===== src/rtl/pipelined_addsub.sv =====
// Pipelined two's-complement adder/subtractor: WIDTH bits resolved CHUNK bits per stage,
// carries registered between stages, valid/ready on both sides, whole pipe stalls on back-pressure.
module addsub_slice #(
  parameter int CHUNK = 4
) (
  input  logic [CHUNK-1:0] a_i,
  input  logic [CHUNK-1:0] b_i,
  input  logic             c_i,
  output logic [CHUNK-1:0] s_o,
  output logic             c_o
);
  assign {c_o, s_o} = {1'b0, a_i} + {1'b0, b_i} + {{CHUNK{1'b0}}, c_i};
endmodule

module pipelined_addsub #(
  parameter int WIDTH = 16,
  parameter int CHUNK = 4
) (
  input  logic             clk,
  input  logic             rst,
  input  logic             in_valid,
  output logic             in_ready,
  input  logic [WIDTH-1:0] a,
  input  logic [WIDTH-1:0] b,
  input  logic             cin,
  input  logic             sub,
  output logic             out_valid,
  input  logic             out_ready,
  output logic [WIDTH-1:0] sum,
  output logic             cout,
  output logic             ovf
);
  localparam int STAGES = WIDTH / CHUNK;

  logic              adv;
  logic [WIDTH-1:0]  b_eff;
  logic              cin_eff;
  logic [STAGES-1:0] vld_q, c_q, c_d;
  logic [STAGES:0]   vld_pipe;
  logic              ovf_q;

  assign b_eff     = sub ? ~b : b;
  assign cin_eff   = sub ? ~cin : cin;
  assign vld_pipe  = {vld_q, in_valid};
  assign out_valid = vld_pipe[STAGES];
  assign adv       = !out_valid || out_ready;
  assign in_ready  = adv;

  always_ff @(posedge clk) begin
    if (rst) begin
      vld_q <= '0;
      c_q   <= '0;
    end else if (adv) begin
      vld_q <= vld_pipe[STAGES-1:0];
      c_q   <= c_d;
    end
  end

  // Stage k sees only the operand bits not yet consumed (bit 0 = slice k) and
  // accumulates the result slices resolved so far.
  for (genvar k = 0; k < STAGES; k++) begin : stg
    localparam int OPW = WIDTH - k*CHUNK;
    logic [OPW-1:0]         a_src, b_src;
    logic                   c_in;
    logic [CHUNK-1:0]       s;
    logic [(k+1)*CHUNK-1:0] res_d, res_q;

    if (k == 0) begin : g_head
      assign a_src = a;
      assign b_src = b_eff;
      assign c_in  = cin_eff;
      assign res_d = s;
    end else begin : g_body
      assign a_src = stg[k-1].g_dly.a_q;
      assign b_src = stg[k-1].g_dly.b_q;
      assign c_in  = c_q[k-1];
      assign res_d = {s, stg[k-1].res_q};
    end

    addsub_slice #(.CHUNK(CHUNK)) u_slice (
      .a_i (a_src[CHUNK-1:0]),
      .b_i (b_src[CHUNK-1:0]),
      .c_i (c_in),
      .s_o (s),
      .c_o (c_d[k])
    );

    always_ff @(posedge clk) begin
      if (rst)      res_q <= '0;
      else if (adv) res_q <= res_d;
    end

    if (k < STAGES-1) begin : g_dly
      logic [OPW-CHUNK-1:0] a_q, b_q;
      always_ff @(posedge clk) begin
        if (rst) begin
          a_q <= '0;
          b_q <= '0;
        end else if (adv) begin
          a_q <= a_src[OPW-1:CHUNK];
          b_q <= b_src[OPW-1:CHUNK];
        end
      end
    end else begin : g_last
      // Operand MSBs arrive here with the top slice, so signed overflow is resolved in the last stage.
      always_ff @(posedge clk) begin
        if (rst)      ovf_q <= 1'b0;
        else if (adv) ovf_q <= (a_src[OPW-1] == b_src[OPW-1]) && (s[CHUNK-1] != a_src[OPW-1]);
      end
    end
  end

  assign sum  = stg[STAGES-1].res_q;
  assign cout = c_q[STAGES-1];
  assign ovf  = ovf_q;
endmodule


===== config.mk =====
export PLATFORM = sky130hd
export DESIGN_NAME = pipelined_addsub
export DESIGN_NICKNAME = d
export VERILOG_FILES = /design/src/rtl/pipelined_addsub.sv
export SDC_FILE = /design/constraint.sdc
export NUM_CORES = 1
export LEC_CHECK = 0
export ABC_CLOCK_PERIOD_IN_PS = 3700
export CORE_MARGIN = 2
export CORE_UTILIZATION = 40
export DETAILED_ROUTE_END_ITERATION = 7
export GPL_TIMING_DRIVEN = 1
export PLACE_DENSITY_LB_ADDON = 0.12
export SLEW_MARGIN = 20
export SYNTH_ARGS = -nofsm -noshare
export SYNTH_HDL_FRONTEND = slang
export SYNTH_SLANG_ARGS = --single-unit

===== constraint.sdc =====
create_clock -name clk -period 3.7 [get_ports clk]
set_input_delay 1.11 -clock clk [delete_from_list [all_inputs] [get_ports clk]]
set_output_delay 1.11 -clock clk [all_outputs]
set_load 0.05 [all_outputs]

Word-level counts from Yosys, hierarchy flattened
Cells that the tools add are included.

Mux-type cells: 2. Bitwise gates (word level): 2. Reduce and logical (&&, ||, !) cells: 3. Add/subtract/negate cells: 8. Equal/unequal tests: 2.

Operator list (count): adder 4 x 4 -> 5 bit (4); adder 5 x 1 -> 5 bit (4); two-way mux 16 bit (1); NOT 16 bit (1); == test 1 bit (1); logical AND 1 bit (1); zero test 1 bit (1); logical OR 1 bit (1); two-way mux 1 bit (1); inequality test 1 bit (1); NOT 1 bit (1).

Output and inout port bits: 20. Input bits: 38. Flip-flop bits (word level): 97.

Depth between registers and ports, before layout
Gate-level depths: netlist of run 1.

Depth in word-level cells: 4. Gate-level depth with buffers: 8. Gate-level depth less buffers: 6.

Cells and area by module
A second synthesis of run 1 with hierarchy kept.

Cell total of the unflattened synthesis: 493. Area total of the unflattened synthesis: 4172.8 µm².

Modules (own cells, without submodules): pipelined_addsub (cells an instance 429, area each 3597.2 µm², instances 1); addsub_slice (cells an instance 16, area each 143.9 µm², instances 4).

Worst setup path after synthesis of run 1
Ideal clock, no wire load.

Path type: input port to flip-flop. Start point: input sub. End point: register c_q[0]. Buffers on the path: 2. Setup time: 0.127 ns. Stages on the path: 8. Setup slack: 0.668 ns. Arrival: 2.905 ns. Cell sequence: buf_4 buf_4 xor2_1 fa_1 fa_1 a21o_1 a211oi_1 nor3_1.

Longest elaborated chain between the ends: 3. Elaborated cells on any way between the ends: 4. Those cells by class: add/sub (2); mux (2).

Ends and longest elaborated chain: from (decl) (RTL line 26) `input logic sub,`; two-way mux 16 bit (RTL line 42) `assign b_eff = sub ? ~b : b;`; adder 4 x 4 -> 5 bit (RTL line 12) `assign {c_o, s_o} = {1'b0, a_i} + {1'b0, b_i} + {{CHUNK{1'b0}}, c_i};`; adder 5 x 1 -> 5 bit * (RTL line 12); to (signal assigned) (RTL line 52) `c_q <= '0;`; to (signal assigned) (RTL line 55) `c_q <= c_d;`; to (decl) (RTL line 38) `logic [STAGES-1:0] vld_q, c_q, c_d;`.

Every way passes the cells marked *; elsewhere a longest branch is shown, timed or not. A chain may end at the register's enable or synchronous reset.

Worst setup path after layout of run 1
Start point: input out_ready. End point: output in_ready.

Longest elaborated chain between the ends: 1.

Ends and longest elaborated chain: from (decl) (RTL line 28) `input logic out_ready,`; logical OR 1 bit (RTL line 46) `assign adv = !out_valid || out_ready;`; to (decl) (RTL line 22) `output logic in_ready,`.

No other way between the ends.

==> metrics, run 1 <==
Pleak 1.882 nW; Critical Path RT 2590 ps; Setup TNS 0 ps; CTS tree yes; Core Region 9819 um2; drt pass-1 iters 7; syn nets 534; Clock Skew 15.81 ps; Final Hold Vio Count 0; vias in the first global route 2966; Mapped Area 4074 um2; Placer Congestion 0.7622; leading cell type in the layout, fill and taps excluded nand2_1; Max Freq 322.8 MHz; Worst Hold Launch stg[0].g_dly.a_q[7]; Post-CTS Setup Bufs 0; Clock Latency Late Sink 350 ps; final slew viol count 0; Setup WS pre-CTS 252.0 ps; RSZ-0062 raised after global routing false; Die Span Y 104.9 um; CTS Hold Buffers Added 0; Worst setup SP type input port; number of synthesized register bits 97; Hold Crit Class reg2reg; initial core utilization 41.49%; placed insts 634; DRC violations left 0; first-pass GRT wire length 13.73 mm; Syn-to-layout area delta 20.21%; share of cells above drive strength 1 5.222%; total wire length 8.060 mm; gate count of the mapped netlist 476; Port Buffers 57; Slew headroom 30.56%; Worst Tran Pin Value 1042 ps; Critical Path AT 1990 ps; hold path depth 2; CP Max Fanout 2; die footprint 11010 um2; Post-synth EDFFs 0; Yosys cell types 32; Max VDD drop 0.2362 mV; register area share after synthesis 47.67%; Initial DRC Count 183; post-cts sizing count 0; gr ovfl total 0; CP Class in2out; non-filler instance count after layout 650; HPWL after DPL 5.081 mm; final worst path period share 83.74%; crit end category primary output; CTS Buf Count 9; CTS root buf clkbuf_8; max-cap viol count 0; most frequent cells in the layout nand2_1, dfxtp_1, a21oi_1; die extent in x 104.9 um; nets@finish 570; mean number of vias per cell 4.780; clock period minus worst slack 3098 ps; Critical R2R Launch stg[1].g_dly.a_q[0]; FF-to-FF End c_q[2]; WL per Instance 12.40 um; via count 3107; initial antenna violation count 0; num ports 58; main flop type after synthesis dfxtp_1; final count of negative-setup-slack endpoints 0; Detail Route Antenna Nets 0; R2R Setup Slk 1810 ps; diode count 0; ys async rst share 0%; Reg2Reg Depth 5; run status finished clean; largest net degree at the start of global routing 110; syn_area_per_cell 8.559 um2; Synth Warn # 0; Site Rows 36; CTS sink count 97; Setup WS post-layout 601.7 ps; Tot GR Track Use 15.06%; H-tree depth 3; WHS Endpoint stg[1].g_dly.a_q[3]; clock slew seen by the registers of the worst setup and hold paths 90 ps; CTS max path bufs 2; Pwr Density 460.7 nW/um2
[worst max-delay path, stage by stage]
cell and delay, ps:
clkdlybuf4s50_1 440, nor2b_4 180, clkinv_2 70, buf_4 190
[registers in the layout, indices dropped and copies added, names as in the netlist]
register,cells
stg.g_dly.a_q,24
vld_q,4
sum,16
c_q,4
ovf,1
stg.res_q,24
stg.g_dly.b_q,24
[worst max path at each step]
| stage | endpoint | slack [ps] | from |
|---|---|---|---|
| final | in_ready | 600 | out_ready |
| after global routing | c_q[0] | 560 | sub |
| after CTS | in_ready | 580 | out_ready |
| after detailed placement | c_q[0] | 250 | sub |
| after global placement | c_q[0] | 290 | sub |
| after floorplan | c_q[0] | 670 | sub |
[kinds of logic after synthesis]
kind of cell | Yosys count | share of synthesized area (%)
AO/OA/AOI/OAI | 110 | 16.19
XOR/XNOR | 21 | 4.515
adder cells (fa/ha/maj) | 20 | 7.617
buffers and inverters | 40 | 4.975
flip-flops | 97 | 47.67
AND/OR/NAND/NOR | 188 | 19.04
[area by class of cell]
class	instances	area, um2
Clock buffer	9	123.9
Clock inverter	7	123.9
Inverter	4	16.27
Sequential cell	97	1942
Timing Repair Buffer	61	595.6
Fill cell	993	4922
Multi-Input combinational cell	339	1929
Tap cell	133	166.4
[cells in the mapped netlist (all sizes together), types with 4 or more instances]
cell,n,area (um2)
a2111o,5,56.30
a211oi,20,150.1
a21o,5,37.54
a21oi,75,375.4
buf,25,145.1
clkbuf,11,42.54
dfxtp,97,1942
fa,8,160.2
ha,12,150.1
inv,4,15.01
nand2,143,536.8
nand3b,6,45.04
nor2,23,86.33
o211ai,4,35.03
xnor2,16,140.1
xor2,5,43.79
[metrics by stage]
step           hold slack (ps)  util, %  total power [mW]  area (um2)
6_report                 450.6    49.87             2.256        4897
5_1_grt                  467.0    49.87             2.363        4897
4_1_cts                  456.6    49.87             2.282        4897
3_5_place_dp             443.4    47.35             1.448        4649
3_3_place_gp             438.6    47.35             1.443        4649
2_1_floorplan            432.1        -             1.352        4074
[metal layers]
metal  up-vias  global-route usage (%)  wire [um]
met2        38                   24.26       3730
met1      1409                   20.74       4063
met3         6                   2.308        203
li1       1654                       -          -
met5         -                       0          0
met4         0                   4.857         63
[power by group]
part           switching (mW)  total (mW)  internal, mW
combinational           0.142       0.272         0.130
sequential             0.0378        1.15          1.11
clock                   0.377       0.833         0.456
total                   0.557        2.26          1.70
(Power assumes the default switching activity.)
==> run 2, diff against run 1 <==
--- a/config.mk
+++ b/config.mk
@@ -5,7 +5,7 @@
 export SDC_FILE = /design/constraint.sdc
 export NUM_CORES = 1
 export LEC_CHECK = 0
-export ABC_CLOCK_PERIOD_IN_PS = 3700
+export ABC_CLOCK_PERIOD_IN_PS = 3200
 export CORE_MARGIN = 2
 export CORE_UTILIZATION = 40
 export DETAILED_ROUTE_END_ITERATION = 7
==> constraint.sdc (replaced) <==
create_clock -name clk -period 3.2 [get_ports clk]
set_input_delay 0.96 -clock clk [delete_from_list [all_inputs] [get_ports clk]]
set_output_delay 0.96 -clock clk [all_outputs]
set_load 0.05 [all_outputs]
==> run 2 against run 1 <==
  * Clock power decreased by 12%
  * Utilization fell by 0.52 points
  * Worst setup slack worse by 270 ps
  * Critical path depth increased by 3
  * Total power increased by 5.5%
  * Non-clock buffer count rose by 1
  * Clock skew down 6.2 ps
  * First-iteration DRC count grew 11%
  * Worst hold slack improved by 3.0 ps
  * Via count increased by 1.2%
  * Critical path type is now in2reg
  * Critical endpoint is now c_q[0]
  * Largest power group unchanged
==> metrics, run 2 (synthesized netlist as in run 1, its figures left out) <==
biggest regs stg.g_dly.a_q: 24 flops, stg.g_dly.b_q: 24 flops, stg.res_q: 24 flops; first-pass GRT wire length 13.92 mm (+1.4%); run status finished clean; initial core utilization 41.49% (unchanged); placed insts 635 (+0.16%); power share of the clock group 30.8% (-6.1 points); Comb pwr share 13.3% (+1.2 points); Crit path max-delay family adder cells; CTS root buf clkbuf_8; Critical R2R Launch stg[1].g_dly.a_q[0]; mean number of vias per cell 4.828 (+1.0%); CTS Buf Count 9 (unchanged); CTS Hold Buffers Added 0 (unchanged); vias in the first global route 3037 (+2.4%); Critical Path AT 3070 ps (+1080 ps); H-tree depth 3 (unchanged); Fill cells 1013 (+2.0%); drt pass-1 iters 4 (-3); Port Buffers 57 (unchanged); Slew headroom 32.02% (+1.5 points); Sw Ratio 27.27% (+2.6 points); WL per Instance 12.31 um (-0.71%); Cell Area, Placed 4669 um2 (+0.43%); via count 3143 (+1.2%); Pleak 1.860 nW (-1.2%); Seq pwr share 55.9% (+4.9 points); initial antenna violation count 0 (unchanged); total wire length 8.015 mm (-0.56%); Max Freq 348.7 MHz; Worst Tran Pin Value 1020 ps (-21.98 ps); Core Region 9819 um2 (unchanged); CP most frequent cell fa_1; Max VDD drop 0.2190 mV (-7.3%); Worst Hold Launch sum[7]; Sequential Area 1942 um2 (unchanged); Post-CTS Setup Bufs 0 (unchanged); post-cts sizing count 0 (unchanged); share of cells above drive strength 1 5.405% (+0.18 points); Psw 0.6489 mW (+17%); Tot GR Track Use 15.42% (+0.36 points); CTS max path bufs 2 (unchanged); Reg2Reg Depth 5 (unchanged); critical path's slowest cell clkdlybuf4s50_1; P_int 1.731 mW (+1.9%); CP Class in2reg; max-cap viol count 0 (unchanged); Placer Congestion 0.7271 (-4.6%); Clock Skew 9.640 ps (-6.166 ps); final count of negative-setup-slack endpoints 0 (unchanged); leading cell type in the layout, fill and taps excluded nand2_1; Pwr Density 491.1 nW/um2 (+6.6%); critical-path cell list clkdlybuf4s50_1 > xor2_1 > fa_1 > fa_1 > a21o_1 > a211oi_1 > nor3_1; Hold Crit Class reg2reg; die footprint 11010 um2 (unchanged); Final Hold Vio Count 0 (unchanged); most frequent cells in the layout nand2_1, dfxtp_1, a21oi_1; Worst Setup SP sub; Buf/Inv on CP 1 (-2); CP Max Fanout 3 (+1); max incr delay on CP 530 ps (+90 ps); DRC violations left 0 (unchanged); fin area 4846 um2 (-1.0%); Critical Path Stages 7 (+3); Critical Path RT 3410 ps (+820 ps); Site Rows 36 (unchanged); RSZ-0062 raised after global routing false; hold path depth 2 (unchanged); R2R Setup Slk 1300 ps (-510 ps); die extent in x 104.9 um (unchanged); diode count 0 (unchanged); area of the multi-input gates 1929 um2 (unchanged); Detail Route Antenna Nets 0 (unchanged); Initial DRC Count 203 (+11%); nets@finish 571 (+0.18%); HPWL after DPL 5.121 mm (+0.79%); CTS tree yes; non-filler instance count after layout 651 (+0.15%); final worst path period share 89.63%; largest net degree at the start of global routing 110 (unchanged); final slew viol count 0 (unchanged); clock slew seen by the registers of the worst setup and hold paths 100 ps (about the same); Die Span Y 104.9 um (unchanged); crit end category register; Clock Latency Late Sink 360 ps (about the same); CTS sink count 97 (unchanged); Syn-to-layout area delta 18.95%; gr ovfl total 0 (unchanged); clock period minus worst slack 2868 ps; Worst setup SP type input port; num ports 58 (unchanged)
## run 2: changes by cell type in the layout (fill, tap and decap cells not counted)
cell	change
inv_6	+1
buf_12	+1
clkinv_2	+2
bufinv_16	-3
## run 2: layout make-up
class | count | area share [%]
clock inverters | 7 | 1.084
inverters | 4 | 0.3357
well taps | 133 | 3.434
multi-input cells | 339 | 39.81
repair buffers | 62 | 12.70
flip-flops and latches | 97 | 40.07
clock buffers | 9 | 2.556
## run 2: through the flow
| stage | hold slack (ps) | utilization, % | TNS [ps] | total power, mW | setup slack (ps) |
|---|---|---|---|---|---|
| 6_report | 453.6 | 49.35 | 0 | 2.380 | 331.8 |
| 5_1_grt | 470.7 | 49.35 | 0 | 2.501 | 227.6 |
| 4_1_cts | 456.3 | 49.35 | 0 | 2.414 | 311.8 |
| 3_5_place_dp | 444.0 | 47.55 | -119.0 | 1.678 | -65.09 |
| 3_3_place_gp | 438.5 | 47.55 | -33.59 | 1.671 | -33.59 |
| 2_1_floorplan | 432.1 | - | 0 | 1.564 | 318.0 |
## run 2: worst min-delay path, cell delays in order, from the launching register on
cell and delay (ps):
dfxtp_1 320, nand2_1 50, a21oi_1 50
## run 2: final timing paths
path | end
min | sum[7]
max reg2reg | c_q[2]
min reg2reg | sum[7]
max | c_q[0]
## run 2: power groups by stage
stage / clock network [mW] / logic, mW / registers [mW]
2_1_floorplan: 0 / 0.183 / 1.38
3_3_place_gp: 0 / 0.313 / 1.36
3_5_place_dp: 0 / 0.318 / 1.36
4_1_cts: 0.761 / 0.320 / 1.33
5_1_grt: 0.804 / 0.355 / 1.34
6_report: 0.733 / 0.315 / 1.33
## run 2: metal layers
metal | GRT usage (%) | share of wire [%] | up-vias
li1 | - | - | 1661
met1 | 19.60 | 48 | 1430
met2 | 26.35 | 47 | 43
met3 | 2.433 | 3.2 | 9
met4 | 5.714 | 1.5 | 0
met5 | 0 | 0 | -
